$ cat src/rtl/cpu_pkg.sv
// Shared CPU-front-end definitions: fetch FSM state encoding, NOP word, reset PC.
package cpu_pkg;

    typedef enum logic [1:0] {
        ST_IDLE      = 2'd0,
        ST_WAIT_ADDR = 2'd1,
        ST_WAIT_DATA = 2'd2
    } ifetch_state_t;

    localparam logic [31:0] NOP_INST = 32'h0340_0000;
    // PC register resets here so that the first next-PC is 32'h1C00_0000.
    localparam logic [31:0] RESET_PC = 32'h1BFF_FFFC;

endpackage

$ cat src/rtl/ifetch_buf.sv
// One-entry valid/ready instruction buffer between fetch and decode; flush empties it.
// IFETCH_ADEF_EN adds an exception flag stored alongside the instruction.
module ifetch_buf #(
    parameter int ADDR_W = 32
) (
    input  logic              clk,
    input  logic              rst,
    input  logic              flush_i,
    input  logic              fill_i,
    input  logic [ADDR_W-1:0] fill_pc_i,
    input  logic [31:0]       fill_inst_i,
`ifdef IFETCH_ADEF_EN
    input  logic              fill_excp_i,
    output logic              excp_o,
`endif
    input  logic              ready_i,
    output logic              valid_o,
    output logic [ADDR_W-1:0] pc_o,
    output logic [31:0]       inst_o
);

    // Flush wins over a simultaneous fill; a fill wins over a consume.
    always_ff @(posedge clk) begin
        if (rst) begin
            valid_o <= 1'b0;
            pc_o    <= '0;
            inst_o  <= '0;
`ifdef IFETCH_ADEF_EN
            excp_o  <= 1'b0;
`endif
        end else if (flush_i) begin
            valid_o <= 1'b0;
        end else if (fill_i) begin
            valid_o <= 1'b1;
            pc_o    <= fill_pc_i;
            inst_o  <= fill_inst_i;
`ifdef IFETCH_ADEF_EN
            excp_o  <= fill_excp_i;
`endif
        end else if (valid_o && ready_i) begin
            valid_o <= 1'b0;
        end
    end

endmodule

$ cat src/rtl/ifetch_ctrl.sv
// Instruction-fetch request controller: one outstanding req/addr_ok/data_ok fetch, PC write on accept.
// IFETCH_ADEF_EN: misaligned next-PC raises ADEF (NOP into the buffer, no memory request).
module ifetch_ctrl #(
    parameter int          ADDR_W   = 32,
    parameter logic [31:0] NOP_INST = cpu_pkg::NOP_INST
) (
    input  logic              clk,
    input  logic              rst,
    input  logic [ADDR_W-1:0] npc_i,
    output logic              pc_write_o,
    input  logic              flush_i,
    output logic              inst_req_o,
    output logic [ADDR_W-1:0] inst_addr_o,
    input  logic              inst_addr_ok_i,
    input  logic              inst_data_ok_i,
    input  logic [31:0]       inst_rdata_i,
    output logic              id_valid_o,
    input  logic              id_ready_i,
    output logic [ADDR_W-1:0] id_pc_o,
    output logic [31:0]       id_inst_o
`ifdef IFETCH_ADEF_EN
    ,
    output logic              id_excp_o
`endif
);

    import cpu_pkg::*;

    ifetch_state_t     state;
    logic              cancel;
    logic [ADDR_W-1:0] req_pc;
    logic              can_issue;
    logic              misal;
    logic              cancel_next;
    logic              mem_fill;
    logic              adef_fill;
    logic [ADDR_W-1:0] addr_sel;

`ifdef IFETCH_ADEF_EN
    assign misal = |npc_i[1:0];
`else
    assign misal = 1'b0;
`endif

    assign can_issue   = (~id_valid_o | id_ready_i) & ~flush_i & ~rst;
    assign inst_req_o  = ((state == ST_IDLE) & can_issue & ~misal) | (state == ST_WAIT_ADDR);
    // A flush in the same cycle already counts as cancelling the outstanding fetch.
    assign cancel_next = cancel | (flush_i & (state != ST_IDLE));
    assign adef_fill   = (state == ST_IDLE) & can_issue & misal;
    assign mem_fill    = (state == ST_WAIT_DATA) & inst_data_ok_i & ~cancel_next;
    assign pc_write_o  = (inst_req_o & inst_addr_ok_i & ~cancel_next) | adef_fill;

    assign addr_sel = (state == ST_IDLE) ? npc_i : req_pc;
`ifdef IFETCH_ADEF_EN
    assign inst_addr_o = addr_sel;
`else
    assign inst_addr_o = {addr_sel[ADDR_W-1:2], 2'b00};
`endif

    always_ff @(posedge clk) begin
        if (rst) begin
            state  <= ST_IDLE;
            cancel <= 1'b0;
            req_pc <= '0;
        end else begin
            case (state)
                ST_IDLE: begin
                    if (inst_req_o) begin
                        req_pc <= npc_i;
                        state  <= inst_addr_ok_i ? ST_WAIT_DATA : ST_WAIT_ADDR;
                    end
                end
                ST_WAIT_ADDR: begin
                    if (flush_i) cancel <= 1'b1;
                    if (inst_addr_ok_i) state <= ST_WAIT_DATA;
                end
                ST_WAIT_DATA: begin
                    if (inst_data_ok_i) begin
                        cancel <= 1'b0;
                        state  <= ST_IDLE;
                    end else if (flush_i) begin
                        cancel <= 1'b1;
                    end
                end
                default: state <= ST_IDLE;
            endcase
        end
    end

    ifetch_buf #(.ADDR_W(ADDR_W)) u_buf (
        .clk         (clk),
        .rst         (rst),
        .flush_i     (flush_i),
        .fill_i      (mem_fill | adef_fill),
        .fill_pc_i   (mem_fill ? req_pc : npc_i),
        .fill_inst_i (mem_fill ? inst_rdata_i : NOP_INST),
`ifdef IFETCH_ADEF_EN
        .fill_excp_i (adef_fill),
        .excp_o      (id_excp_o),
`endif
        .ready_i     (id_ready_i),
        .valid_o     (id_valid_o),
        .pc_o        (id_pc_o),
        .inst_o      (id_inst_o)
    );

endmodule

$ cat config.mk
export PLATFORM = sky130hd
export DESIGN_NAME = ifetch_ctrl
export DESIGN_NICKNAME = d
export VERILOG_FILES = /design/src/rtl/cpu_pkg.sv /design/src/rtl/ifetch_buf.sv /design/src/rtl/ifetch_ctrl.sv
export SDC_FILE = /design/constraint.sdc
export NUM_CORES = 1
export LEC_CHECK = 0
export ABC_AREA = 0
export BUFFER_PORTS_ARGS = -buffer_cell sky130_fd_sc_hd__buf_2
export CAP_MARGIN = 40
export CORE_ASPECT_RATIO = 0.75
export CORE_MARGIN = 3
export CORE_UTILIZATION = 49
export DETAILED_ROUTE_END_ITERATION = 7
export PLACE_DENSITY = 0.8
export SLEW_MARGIN = 20
export SYNTH_ARGS = -nofsm -noshare
export SYNTH_HDL_FRONTEND = slang
export SYNTH_SLANG_ARGS = --single-unit
$ cat constraint.sdc
create_clock -name clk -period 1.98 [get_ports clk]
set_clock_uncertainty 0.2 [all_clocks]
set_input_delay 0.198 -clock clk [delete_from_list [all_inputs] [get_ports clk]]
set_output_delay 0.198 -clock clk [all_outputs]
set_load 0.01 [all_outputs]
==> impl_summary.log <==
INFO  metric status = complete, but fails checks
INFO  metric violations = negative setup slack
INFO  metric number_of_buffers_created_by_cts = 9
INFO  metric synthXorXnorAreaFrac = 0%
INFO  metric rsz0062_at_grt = yes
INFO  metric power_leakage = 2.89 nW
INFO  metric critical_path_arrival = 1630 ps
INFO  metric area_share_of_the_leading_cell_type_in_the_synthesized_netlist = 45.5%
INFO  metric floorplan.rows = 29
INFO  metric placedInstanceArea = 5200 um2
INFO  metric synth-adder-area-share = 0.853%
INFO  metric drt_pass1_iterations = 4
INFO  metric crit_type = flop to primary output
INFO  metric cp_max_fo = 10
INFO  metric grt_pass1_vias = 4167
INFO  metric final-max-slew-violation-count = 0
INFO  metric start_kind = flop
INFO  metric synthDominantAreaCellType = sky130_fd_sc_hd__dfxtp_1
INFO  metric drt_first_iter_violations = 278
INFO  metric largest_net_degree_at_the_start_of_global_routing = 71
INFO  metric drive_gt1_share = 33.8%
INFO  metric post-route-drc-count = 0
INFO  metric hpwl_reported_at_the_end_of_detailed_placement = 7830 um
INFO  metric postSynthCellCount = 488
INFO  metric clkTransAtPathRegs = 70 ps
INFO  metric vias = 4185
INFO  metric pwr_density_cell = 757 nW/um2
INFO  metric global_route.overflow_total = 0
INFO  metric routed_wire_length_per_instance = 15.9 um
INFO  metric cts_buffer_depth = 2
INFO  metric setup_tns = -534 ps
INFO  metric synth_commonest_cells = sky130_fd_sc_hd__nand2_1 (130), sky130_fd_sc_hd__dfxtp_1 (100), sky130_fd_sc_hd__a21oi_1 (65)
INFO  metric htree_levels = 3
INFO  metric cp_data_required_time = 1580 ps
INFO  metric ys_async_sr_fraction = 0%
INFO  metric dominantRegCellSynth = sky130_fd_sc_hd__dfxtp_1
INFO  metric synth.most_common_cell = sky130_fd_sc_hd__nand2_1
INFO  metric finalWeightedCongestion = 0.771
INFO  metric antenna_cells = 0
INFO  metric crit_path_end_kind = primary output
INFO  metric tritoncts = done
INFO  metric grt_antenna_before_repair = 0
INFO  metric wire_length_of_the_first_global_routing_pass = 20000 um
INFO  metric totalPowerFinal = 4.94 mW
INFO  metric sequential_to_total_area_share_from_yosys_stat = 45.5%
INFO  metric share_of_the_core_filled_with_cells = 75.9%
INFO  metric synth.mux.area_fraction = 15.0%
INFO  metric area.growth.synth_to_final = 48.5%
INFO  metric postSynthRegisterBits = 100
INFO  metric max-slew-margin-rel = 63.7%
INFO  metric synth-simple-area-share = 22.2%
INFO  metric yosysWarnings = 0
INFO  metric dieWidth = 115 um
INFO  metric timing.final.hold_violations = 0
INFO  metric port_buffers = 166
INFO  metric peakVddDrop = 0.000583 V
INFO  metric worst-slew-pin-transition = 545 ps
INFO  metric worstHoldPathType = input port to flop
INFO  metric core_area = 8600 um2
INFO  metric finalWorstPathRequiredPeriod = 2020 ps
INFO  metric route.final.wire_length = 13100 um
INFO  metric synth_top_cells_by_area = sky130_fd_sc_hd__dfxtp_1 (46%), sky130_fd_sc_hd__nand2_1 (11%), sky130_fd_sc_hd__nand2b_1 (9.1%)
INFO  metric maxCapViolations = 0
INFO  metric synth_compound_gate_area_share = 9.10%
INFO  metric setup_viol = 19
INFO  metric cts_root_buf = sky130_fd_sc_hd__clkbuf_16
INFO  metric period_share = 102%
INFO  metric setup_slack = -44.1 ps
INFO  metric post-route-cell-area = 6530 um2
INFO  metric post_synth_num_cell_types = 30
INFO  metric globalRouteTotalUtil = 24.9%
INFO  metric design.portCount = 169
INFO  metric chip_height = 88.0 um
INFO  metric largest_family_of_logic_cells_by_synthesized_area = simple AND/OR/NAND/NOR gates
INFO  metric ant_nets = 0
INFO  metric syn-mean-instance-area = 9.01 um2
INFO  metric synth.cell_area = 4400 um2
INFO  metric design.final.nets = 786
INFO  metric routed_via_density = 5.07
INFO  metric design.die.area = 10200 um2
INFO  metric worst_skew_pair_later_pin_latency = 340 ps
INFO  metric synth_edf_count = 0
INFO  metric starting_density_of_the_core = 51.1%
INFO  metric max_clock_freq = 494 MHz
INFO  metric cts_sink_count = 100
flip-flops by register name, summed over array words and instances (netlist names):
register	flops
u_buf.pc_o	32
u_buf.valid_o	1
cancel	1
req_pc	32
state	2
u_buf.inst_o	32
layout by cell type, fill, tap and decap left out, drive strengths merged:
| master | Yosys | final |
|---|---|---|
| dlygate4sd3 | 0 | 67 |
| inv | 3 | 3 |
| o211a | 1 | 1 |
| mux2i | 32 | 32 |
| ha | 3 | 3 |
| a21o | 1 | 1 |
| a311oi | 1 | 1 |
| a31oi | 2 | 2 |
| nor2 | 1 | 1 |
| o41ai | 1 | 1 |
| clkinv | 0 | 1 |
| dfxtp | 100 | 100 |
| bufinv | 0 | 2 |
| nand4b | 1 | 1 |
| and2b | 1 | 1 |
| clkbuf | 11 | 12 |
| nand2 | 130 | 130 |
| a221oi | 1 | 1 |
| a21oi | 65 | 65 |
| or3 | 2 | 2 |
| nand2b | 64 | 64 |
| o21ai | 2 | 2 |
| mux2 | 30 | 30 |
| nor2b | 4 | 4 |
| o21a | 1 | 1 |
| nor3 | 3 | 3 |
| conb | 1 | 2 |
| buf | 27 | 184 |
routing by layer:
layer / up-vias / part of all wire, % / GRT usage [%] / routed length [um]
met5: - / 0 / 0 / 0
met4: 0 / 2.3 / 9.70 / 303
met3: 25 / 5.1 / 6.28 / 671
met2: 145 / 52 / 45.0 / 6820
met1: 1970 / 40 / 28.3 / 5300
li1: 2045 / - / - / -
where the power goes:
group          internal [mW]  switching (mW)
registers               2.08          0.0519
clock network           1.21           0.733
logic                  0.511           0.364
total                   3.79            1.15
critical path, stage by stage, from the launching register on:
cell                      delay (ps)
sky130_fd_sc_hd__dfxtp_2         340
sky130_fd_sc_hd__inv_2            80
sky130_fd_sc_hd__ha_4            210
sky130_fd_sc_hd__buf_8           160
sky130_fd_sc_hd__mux2_2          350
sky130_fd_sc_hd__buf_2           140
what timing repair did:
item                                   CTS  global route
setup endpoints to repair               31            82
setup buffers                            1             0
endpoints found under the hold margin   66             0
resized for setup                       45            18
cloned                                   1             0
hold buffers                            67             0
pin swaps                                1             1
per-stage QoR:
| stage | hold slack, ps | instances | setup slack [ps] |
|---|---|---|---|
| 2_1_floorplan | 77.3 | 489 | 243 |
| 3_3_place_gp | 238 | 741 | 157 |
| 3_5_place_dp | 245 | 741 | 40.9 |
| 4_1_cts | 27.5 | 825 | -74.1 |
| 5_1_grt | 53.7 | 825 | -105 |
| 6_report | 47.4 | 825 | -44.1 |
cell families after synthesis:
| family | count (synthesis) |
|---|---|
| muxes | 62 |
| buffers and inverters | 41 |
| adders and majority gates | 3 |
| AOI/OAI and AO/OA | 75 |
| DFF | 100 |
| and+or+nand+nor | 206 |
| other | 1 |
path summary, 6_finish.rpt:
check                  from              to  slack, ps  depth (start not counted)
max                state[0]  inst_addr_o[4]        -40                          5
min          inst_addr_ok_i        state[0]         50                          3
max reg2reg        state[0]  u_buf.pc_o[21]         50                          7
min reg2reg   u_buf.pc_o[1]   u_buf.pc_o[1]        260                          2
layout make-up:
type	instances	area, um2
flip-flops and latches	100	2000
repair buffers	251	1860
clock inverters	3	68.8
multi-input cells	348	2190
inverters	3	11.3
clock buffers	12	267
well taps	108	135
fillers	570	2070
Note: power is estimated with default switching activity, not from simulation.
